**src/rtl/sample_cal_pkg.sv**
```systemverilog
// Shared types and constants for the per-channel sample calibration stage.
package sample_cal_pkg;

    localparam int unsigned DEF_W         = 16;
    localparam int unsigned N_CHANNELS    = 4;
    localparam int unsigned CH_W          = 2;
    localparam int unsigned COEF_SEL_W    = 3;
    localparam int unsigned COEF_GAIN_BIT = 2;

    typedef enum logic [2:0] {
        IDLE,
        LATCH,
        SUB,
        MUL,
        DONE
    } state_t;

    // Unity gain in Q2.FRAC format.
    function automatic logic [31:0] unity_gain(input int unsigned frac);
        return 32'(1) << frac;
    endfunction

endpackage

```
**src/rtl/cal_mac.sv**
```systemverilog
// Subtract / multiply / arithmetic-shift / saturate datapath for one channel at a time.
module cal_mac #(
    parameter int unsigned W    = 16,
    parameter int unsigned FRAC = W - 2
) (
    input  logic         clk,
    input  logic         rst,
    input  logic         sub_en,
    input  logic [W-1:0] raw_i,
    input  logic [W-1:0] offset_i,
    input  logic [W-1:0] gain_i,
    output logic [W-1:0] result_c
);

    localparam int unsigned DW = W + 1;
    localparam int unsigned PW = 2 * W + 1;

    logic signed [DW-1:0] d_q, d_d;
    logic signed [PW-1:0] p_c, q_c;
    logic        [W+1:0]  hi_c;
    logic                 fits_c;

    always_comb begin
        d_d = d_q;
        if (sub_en) begin
            d_d = DW'(signed'(raw_i)) - DW'(signed'(offset_i));
        end
    end

    // Floor shift of the product; fits when all bits above the result sign agree.
    always_comb begin
        p_c      = PW'(d_q) * PW'(signed'(gain_i));
        q_c      = p_c >>> FRAC;
        hi_c     = q_c[PW-1:W-1];
        fits_c   = (&hi_c) | ~(|hi_c);
        result_c = q_c[W-1:0];
        if (!fits_c) begin
            result_c = q_c[PW-1] ? {1'b1, {(W-1){1'b0}}} : {1'b0, {(W-1){1'b1}}};
        end
    end

    always_ff @(posedge clk) begin
        if (rst) begin
            d_q <= '0;
        end else begin
            d_q <= d_d;
        end
    end

endmodule

```
**src/rtl/sample_cal.sv**
```systemverilog
// Four-channel offset/gain calibration with one time-shared multiplier.
module sample_cal
    import sample_cal_pkg::*;
#(
    parameter int unsigned W    = DEF_W,
    parameter int unsigned FRAC = W - 2
) (
    input  logic                  clk,
    input  logic                  rst,
    input  logic                  strobe_in,
    input  logic [W-1:0]          raw_in0,
    input  logic [W-1:0]          raw_in1,
    input  logic [W-1:0]          raw_in2,
    input  logic [W-1:0]          raw_in3,
    input  logic                  bypass,
    input  logic                  coef_we,
    input  logic [COEF_SEL_W-1:0] coef_sel,
    input  logic [W-1:0]          coef_data,
    output logic [W-1:0]          cal_out0,
    output logic [W-1:0]          cal_out1,
    output logic [W-1:0]          cal_out2,
    output logic [W-1:0]          cal_out3,
    output logic                  strobe_out,
    output logic                  busy,
    output logic                  overrun
);

    localparam logic [W-1:0]    UNITY   = W'(unity_gain(FRAC));
    localparam logic [CH_W-1:0] LAST_CH = CH_W'(N_CHANNELS - 1);

    typedef logic [W-1:0] word_t;

    word_t raw_in_c [N_CHANNELS];

    state_t          state_q, state_d;
    logic [CH_W-1:0] ch_q, ch_d;

    word_t off_q    [N_CHANNELS], off_d    [N_CHANNELS];
    word_t gain_q   [N_CHANNELS], gain_d   [N_CHANNELS];
    word_t raw_f_q  [N_CHANNELS], raw_f_d  [N_CHANNELS];
    word_t off_f_q  [N_CHANNELS], off_f_d  [N_CHANNELS];
    word_t gain_f_q [N_CHANNELS], gain_f_d [N_CHANNELS];
    word_t res_q    [N_CHANNELS], res_d    [N_CHANNELS];
    word_t cal_q    [N_CHANNELS], cal_d    [N_CHANNELS];

    logic  byp_f_q, byp_f_d;
    logic  strobe_out_q, strobe_out_d;
    logic  busy_q, busy_d;
    logic  overrun_q, overrun_d;

    word_t mac_result_c;
    word_t chan_res_c;

    assign raw_in_c[0] = raw_in0;
    assign raw_in_c[1] = raw_in1;
    assign raw_in_c[2] = raw_in2;
    assign raw_in_c[3] = raw_in3;

    cal_mac #(
        .W    (W),
        .FRAC (FRAC)
    ) u_mac (
        .clk      (clk),
        .rst      (rst),
        .sub_en   (state_q == SUB),
        .raw_i    (raw_f_q[ch_q]),
        .offset_i (off_f_q[ch_q]),
        .gain_i   (gain_f_q[ch_q]),
        .result_c (mac_result_c)
    );

    assign chan_res_c = byp_f_q ? raw_f_q[ch_q] : mac_result_c;

    always_comb begin
        state_d      = state_q;
        ch_d         = ch_q;
        off_d        = off_q;
        gain_d       = gain_q;
        raw_f_d      = raw_f_q;
        off_f_d      = off_f_q;
        gain_f_d     = gain_f_q;
        res_d        = res_q;
        cal_d        = cal_q;
        byp_f_d      = byp_f_q;
        strobe_out_d = 1'b0;
        overrun_d    = overrun_q;

        if (coef_we) begin
            if (coef_sel[COEF_GAIN_BIT]) begin
                gain_d[coef_sel[CH_W-1:0]] = coef_data;
            end else begin
                off_d[coef_sel[CH_W-1:0]] = coef_data;
            end
        end

        if (strobe_in && (state_q != IDLE)) begin
            overrun_d = 1'b1;
        end

        case (state_q)
            // Frame snapshot taken from the pre-write live bank on the accept edge.
            IDLE: begin
                if (strobe_in) begin
                    state_d  = LATCH;
                    ch_d     = '0;
                    raw_f_d  = raw_in_c;
                    off_f_d  = off_q;
                    gain_f_d = gain_q;
                    byp_f_d  = bypass;
                end
            end
            LATCH: state_d = SUB;
            SUB:   state_d = MUL;
            MUL: begin
                res_d[ch_q] = chan_res_c;
                if (ch_q == LAST_CH) begin
                    state_d      = DONE;
                    strobe_out_d = 1'b1;
                    cal_d        = res_d;
                end else begin
                    state_d = SUB;
                    ch_d    = ch_q + CH_W'(1);
                end
            end
            DONE:    state_d = IDLE;
            default: state_d = IDLE;
        endcase

        busy_d = (state_d != IDLE);
    end

    always_ff @(posedge clk) begin
        if (rst) begin
            state_q      <= IDLE;
            ch_q         <= '0;
            byp_f_q      <= 1'b0;
            strobe_out_q <= 1'b0;
            busy_q       <= 1'b0;
            overrun_q    <= 1'b0;
            for (int i = 0; i < N_CHANNELS; i++) begin
                off_q[i]    <= '0;
                gain_q[i]   <= UNITY;
                raw_f_q[i]  <= '0;
                off_f_q[i]  <= '0;
                gain_f_q[i] <= UNITY;
                res_q[i]    <= '0;
                cal_q[i]    <= '0;
            end
        end else begin
            state_q      <= state_d;
            ch_q         <= ch_d;
            byp_f_q      <= byp_f_d;
            strobe_out_q <= strobe_out_d;
            busy_q       <= busy_d;
            overrun_q    <= overrun_d;
            off_q        <= off_d;
            gain_q       <= gain_d;
            raw_f_q      <= raw_f_d;
            off_f_q      <= off_f_d;
            gain_f_q     <= gain_f_d;
            res_q        <= res_d;
            cal_q        <= cal_d;
        end
    end

    assign cal_out0   = cal_q[0];
    assign cal_out1   = cal_q[1];
    assign cal_out2   = cal_q[2];
    assign cal_out3   = cal_q[3];
    assign strobe_out = strobe_out_q;
    assign busy       = busy_q;
    assign overrun    = overrun_q;

endmodule
```
**config.mk**
```make
export PLATFORM = sky130hd
export DESIGN_NAME = sample_cal
export DESIGN_NICKNAME = d
export VERILOG_FILES = /design/src/rtl/sample_cal_pkg.sv /design/src/rtl/cal_mac.sv /design/src/rtl/sample_cal.sv
export SDC_FILE = /design/constraint.sdc
export NUM_CORES = 2
export LEC_CHECK = 0
export CAP_MARGIN = 20
export CELL_PAD_IN_SITES_DETAIL_PLACEMENT = 0
export CELL_PAD_IN_SITES_GLOBAL_PLACEMENT = 2
export CORE_ASPECT_RATIO = 0.75
export CORE_MARGIN = 1
export CORE_UTILIZATION = 39
export CTS_BUF_LIST = sky130_fd_sc_hd__clkbuf_4 sky130_fd_sc_hd__clkbuf_8
export DETAILED_ROUTE_END_ITERATION = 7
export HOLD_SLACK_MARGIN = 0.12
export PLACE_DENSITY_LB_ADDON = 0.1
export SYNTH_ARGS = -nofsm -noshare
export SYNTH_HDL_FRONTEND = slang
export SYNTH_SLANG_ARGS = --single-unit
```
**constraint.sdc**
```tcl
create_clock -name clk -period 10 [get_ports clk]
set_clock_uncertainty 0.15 [all_clocks]
set_input_delay 3 -clock clk [delete_from_list [all_inputs] [get_ports clk]]
set_output_delay 3 -clock clk [all_outputs]
set_load 0.02 [all_outputs]
```
==> out/results.tsv <==
metric	value	unit
flow.area_growth_from_synthesis	13.7	%
synth.largest_area_cell	sky130_fd_sc_hd__dfxtp_1	
category_of_cells_accounting_for_the_largest_share_of_critical_path_delay	adder cells	
synth_flop_cell	sky130_fd_sc_hd__dfxtp_1	
avgSynthCellArea	8.50	um2
wl_met1	44.6	mm
gpl.final_weighted_congestion	0.846	
critical_path_stages	21	
placement.cell_area	31300	um2
cts_hold_repair.buffers	0	
largest_net_degree_at_the_start_of_global_routing	219	
drt_pre_antenna_iters	6	
detailroute.wirelength.met2	38.9	mm
ys_warn_count	0	
synth.top_cells.by_area	sky130_fd_sc_hd__dfxtp_1, sky130_fd_sc_hd__fa_1, sky130_fd_sc_hd__nand2_1	
final_hold_viol_count	0	
rsz0062_at_grt	no	
timing.critical_path.fanout_max	22	
die_h	238	um
detailroute.via_count	23800	
maxCapViolCount	0	
core	73600	um2
worst_setup_sp_type	register	
boundaryPins	155	
routed_wirelength	90.9	mm
critical_path.n_buffers_inverters	2	
track_usage	0.245	
cts.repair.resized	0	
status	finished, final reports clean	
clk_pin_slew_worst_paths	0.07	ns
critical_path.max_stage_delay	0.93	ns
synth_cell_types	79	
synth.net_count	3885	
antenna_violating_nets_left	0	
drv_slew	0	
viasPerCell	5.30	
yosysMostFrequentCell	sky130_fd_sc_hd__nand2_1	
die_area	75700	um2
synth_common_cells	sky130_fd_sc_hd__nand2_1, sky130_fd_sc_hd__dfxtp_1, sky130_fd_sc_hd__a21oi_1	
design_area	33000	um2
cts.sink_count	458	
tritoncts	yes	
cell_count_after_synthesis	3420	
critical_path.cell_chain	mux4_2 -> nand2_1 -> inv_1 -> fa_1 -> fa_1 -> fa_1 -> fa_1 -> fa_1 -> fa_1 -> ha_1 -> a21o_1 -> a21o_1 -> a21o_1 -> a221o_1 -> a21oi_1 -> nand3b_1 -> xnor2_4 -> o21ai_4 -> buf_4 -> a311oi_4 -> a21oi_1	
mappedNetlistArea	29100	um2
antenna_found_initial	5	
seq_area_frac_synth	0.315	
wire_length_of_the_first_global_routing_pass	142	mm
critPathMostFrequentCell	sky130_fd_sc_hd__fa_1	
floorplan.initialDensity	0.395	
drcViolationCount	0	
synth-seq-cells	458	
number_of_buffers_on_the_longest_clock_path	3	
first_global_vias	24100	
critical_path.endpoint_type	register	
post-synth-top-area-fraction	0.315	
power.density_cell_area	133	nW/um2
fp-row-count	86	
ctsHtreeMaxLevel	3	
synth_edf_count	0	
worstRegToRegCells	21	
fmax_achieved	112	MHz
critical_setup_path_class	register to register	
global_route.overflow_total	0	
setup-tns-final	0	ns
insertion_delay	0.69	ns
drive_gt1_frac	0.0786	
synth_async_sr_flop_share	0	
hold-path-cell-count	2	
finalSetupViolations	0	
top_signal_layer_used	met5	
hpwl	63.9	mm
cts_buffers	79	
route.detailed.wl_per_inst	20.2	um
port_buffers	154	
clock-root-buffer	sky130_fd_sc_hd__clkbuf_8	
postCtsSetupRepairBufs	0	
slew_headroom	0.199	
tightest_slew	1.20	ns
die_width	317	um
hp-class	register to register	
period_needed	8.93	ns
post-route-period-util	0.893	
final_net_count	3929	
critPathArrivalTime	9.32	ns
initialDrtViolationCount	1719	
critPathSlowestCell	sky130_fd_sc_hd__fa_1	
p_leak	0.0134	uW
cp_data_required_time	10.38	ns
wl_met3	5.36	mm
peakVddDrop	74.8	uV
==> per-stage QoR <==
| stage | utilization | std cells | power, uW | hold WS, ns | worst slack [ns] |
|---|---|---|---|---|---|
| after global routing | 0.449 | 4492 | 4590 | 0.313 | 0.580 |
| after detailed placement | 0.425 | 4351 | 2540 | 0.293 | 1.16 |
| after CTS | 0.449 | 4491 | 4440 | 0.300 | 1.10 |
| after floorplan | - | 3420 | 2320 | 0.282 | 1.70 |
| final | 0.449 | 4493 | 4400 | 0.297 | 1.07 |
| after global placement | 0.424 | 4347 | 2530 | 0.286 | 1.31 |
==> path summary, 6_finish.rpt <==
check	from	to	slack [ns]
hold reg to reg	off_q[40]	off_f_q[40]	0.30
setup / recovery	ch_q[0]	cal_out3[10]	1.07
setup reg to reg	ch_q[0]	cal_out3[10]	1.07
hold / removal	off_q[40]	off_f_q[40]	0.30
==> cells in the final DEF (no fill, tap or decap), drive strengths merged, types with 38 or more instances in the layout <==
master	instances
fa	276
mux4	47
nand2	848
o21ai	108
clkbuf	122
nand3	118
inv	341
a31oi	44
and2	138
dfxtp	458
ha	101
buf	38
a21oi	390
clkdlybuf4s50	153
nor2	65
==> per-layer routing <==
layer | up-vias | track usage
met5 | - | 0
met4 | 4 | 0.0670
met3 | 113 | 0.0416
met2 | 662 | 0.359
met1 | 11800 | 0.367
li1 | 11200 | -
==> cell type report <==
type	instances	area, um2
fill	7337	40600
multi-input combinational	2396	17800
sequential	458	9170
timing repair buffer	191	1880
clock buffer	122	1560
inverter	338	1270
tap	968	1210
clock inverter	18	190
antenna	2	5.00
==> logic make-up after synthesis <==
logic type / count (synthesis) / synth area share
XOR/XNOR: 32 / 0.0103
buffers and inverters: 566 / 0.0753
AO/OA/AOI/OAI: 660 / 0.135
adder cells (fa/ha/maj): 377 / 0.234
flip-flops: 458 / 0.315
AND/OR/NAND/NOR: 1276 / 0.193
multiplexers: 51 / 0.0378
==> flip-flops by register name (all words and copies together) (netlist names) <==
register    cells
busy            1
byp_f_q         1
cal_out0       16
cal_out1       16
cal_out2       16
cal_out3       16
ch_q            2
gain_f_q       64
gain_q         64
off_f_q        64
off_q          64
overrun         1
raw_f_q        64
res_q          48
state_q         3
strobe_out      1
u_mac.d_q      17
==> worst min-delay path, cell delays in order, from the launching register on <==
cell	delay, ns
sky130_fd_sc_hd__dfxtp_1	0.31
sky130_fd_sc_hd__nand2_1	0.05
sky130_fd_sc_hd__a21oi_1	0.05
==> power by group <==
| group | internal, uW | total, uW | switching (uW) |
|---|---|---|---|
| Combinational | 189 | 580 | 391 |
| Sequential | 1870 | 1930 | 54.8 |
| Clock | 1070 | 1900 | 821 |
(Power assumes the default switching activity.)
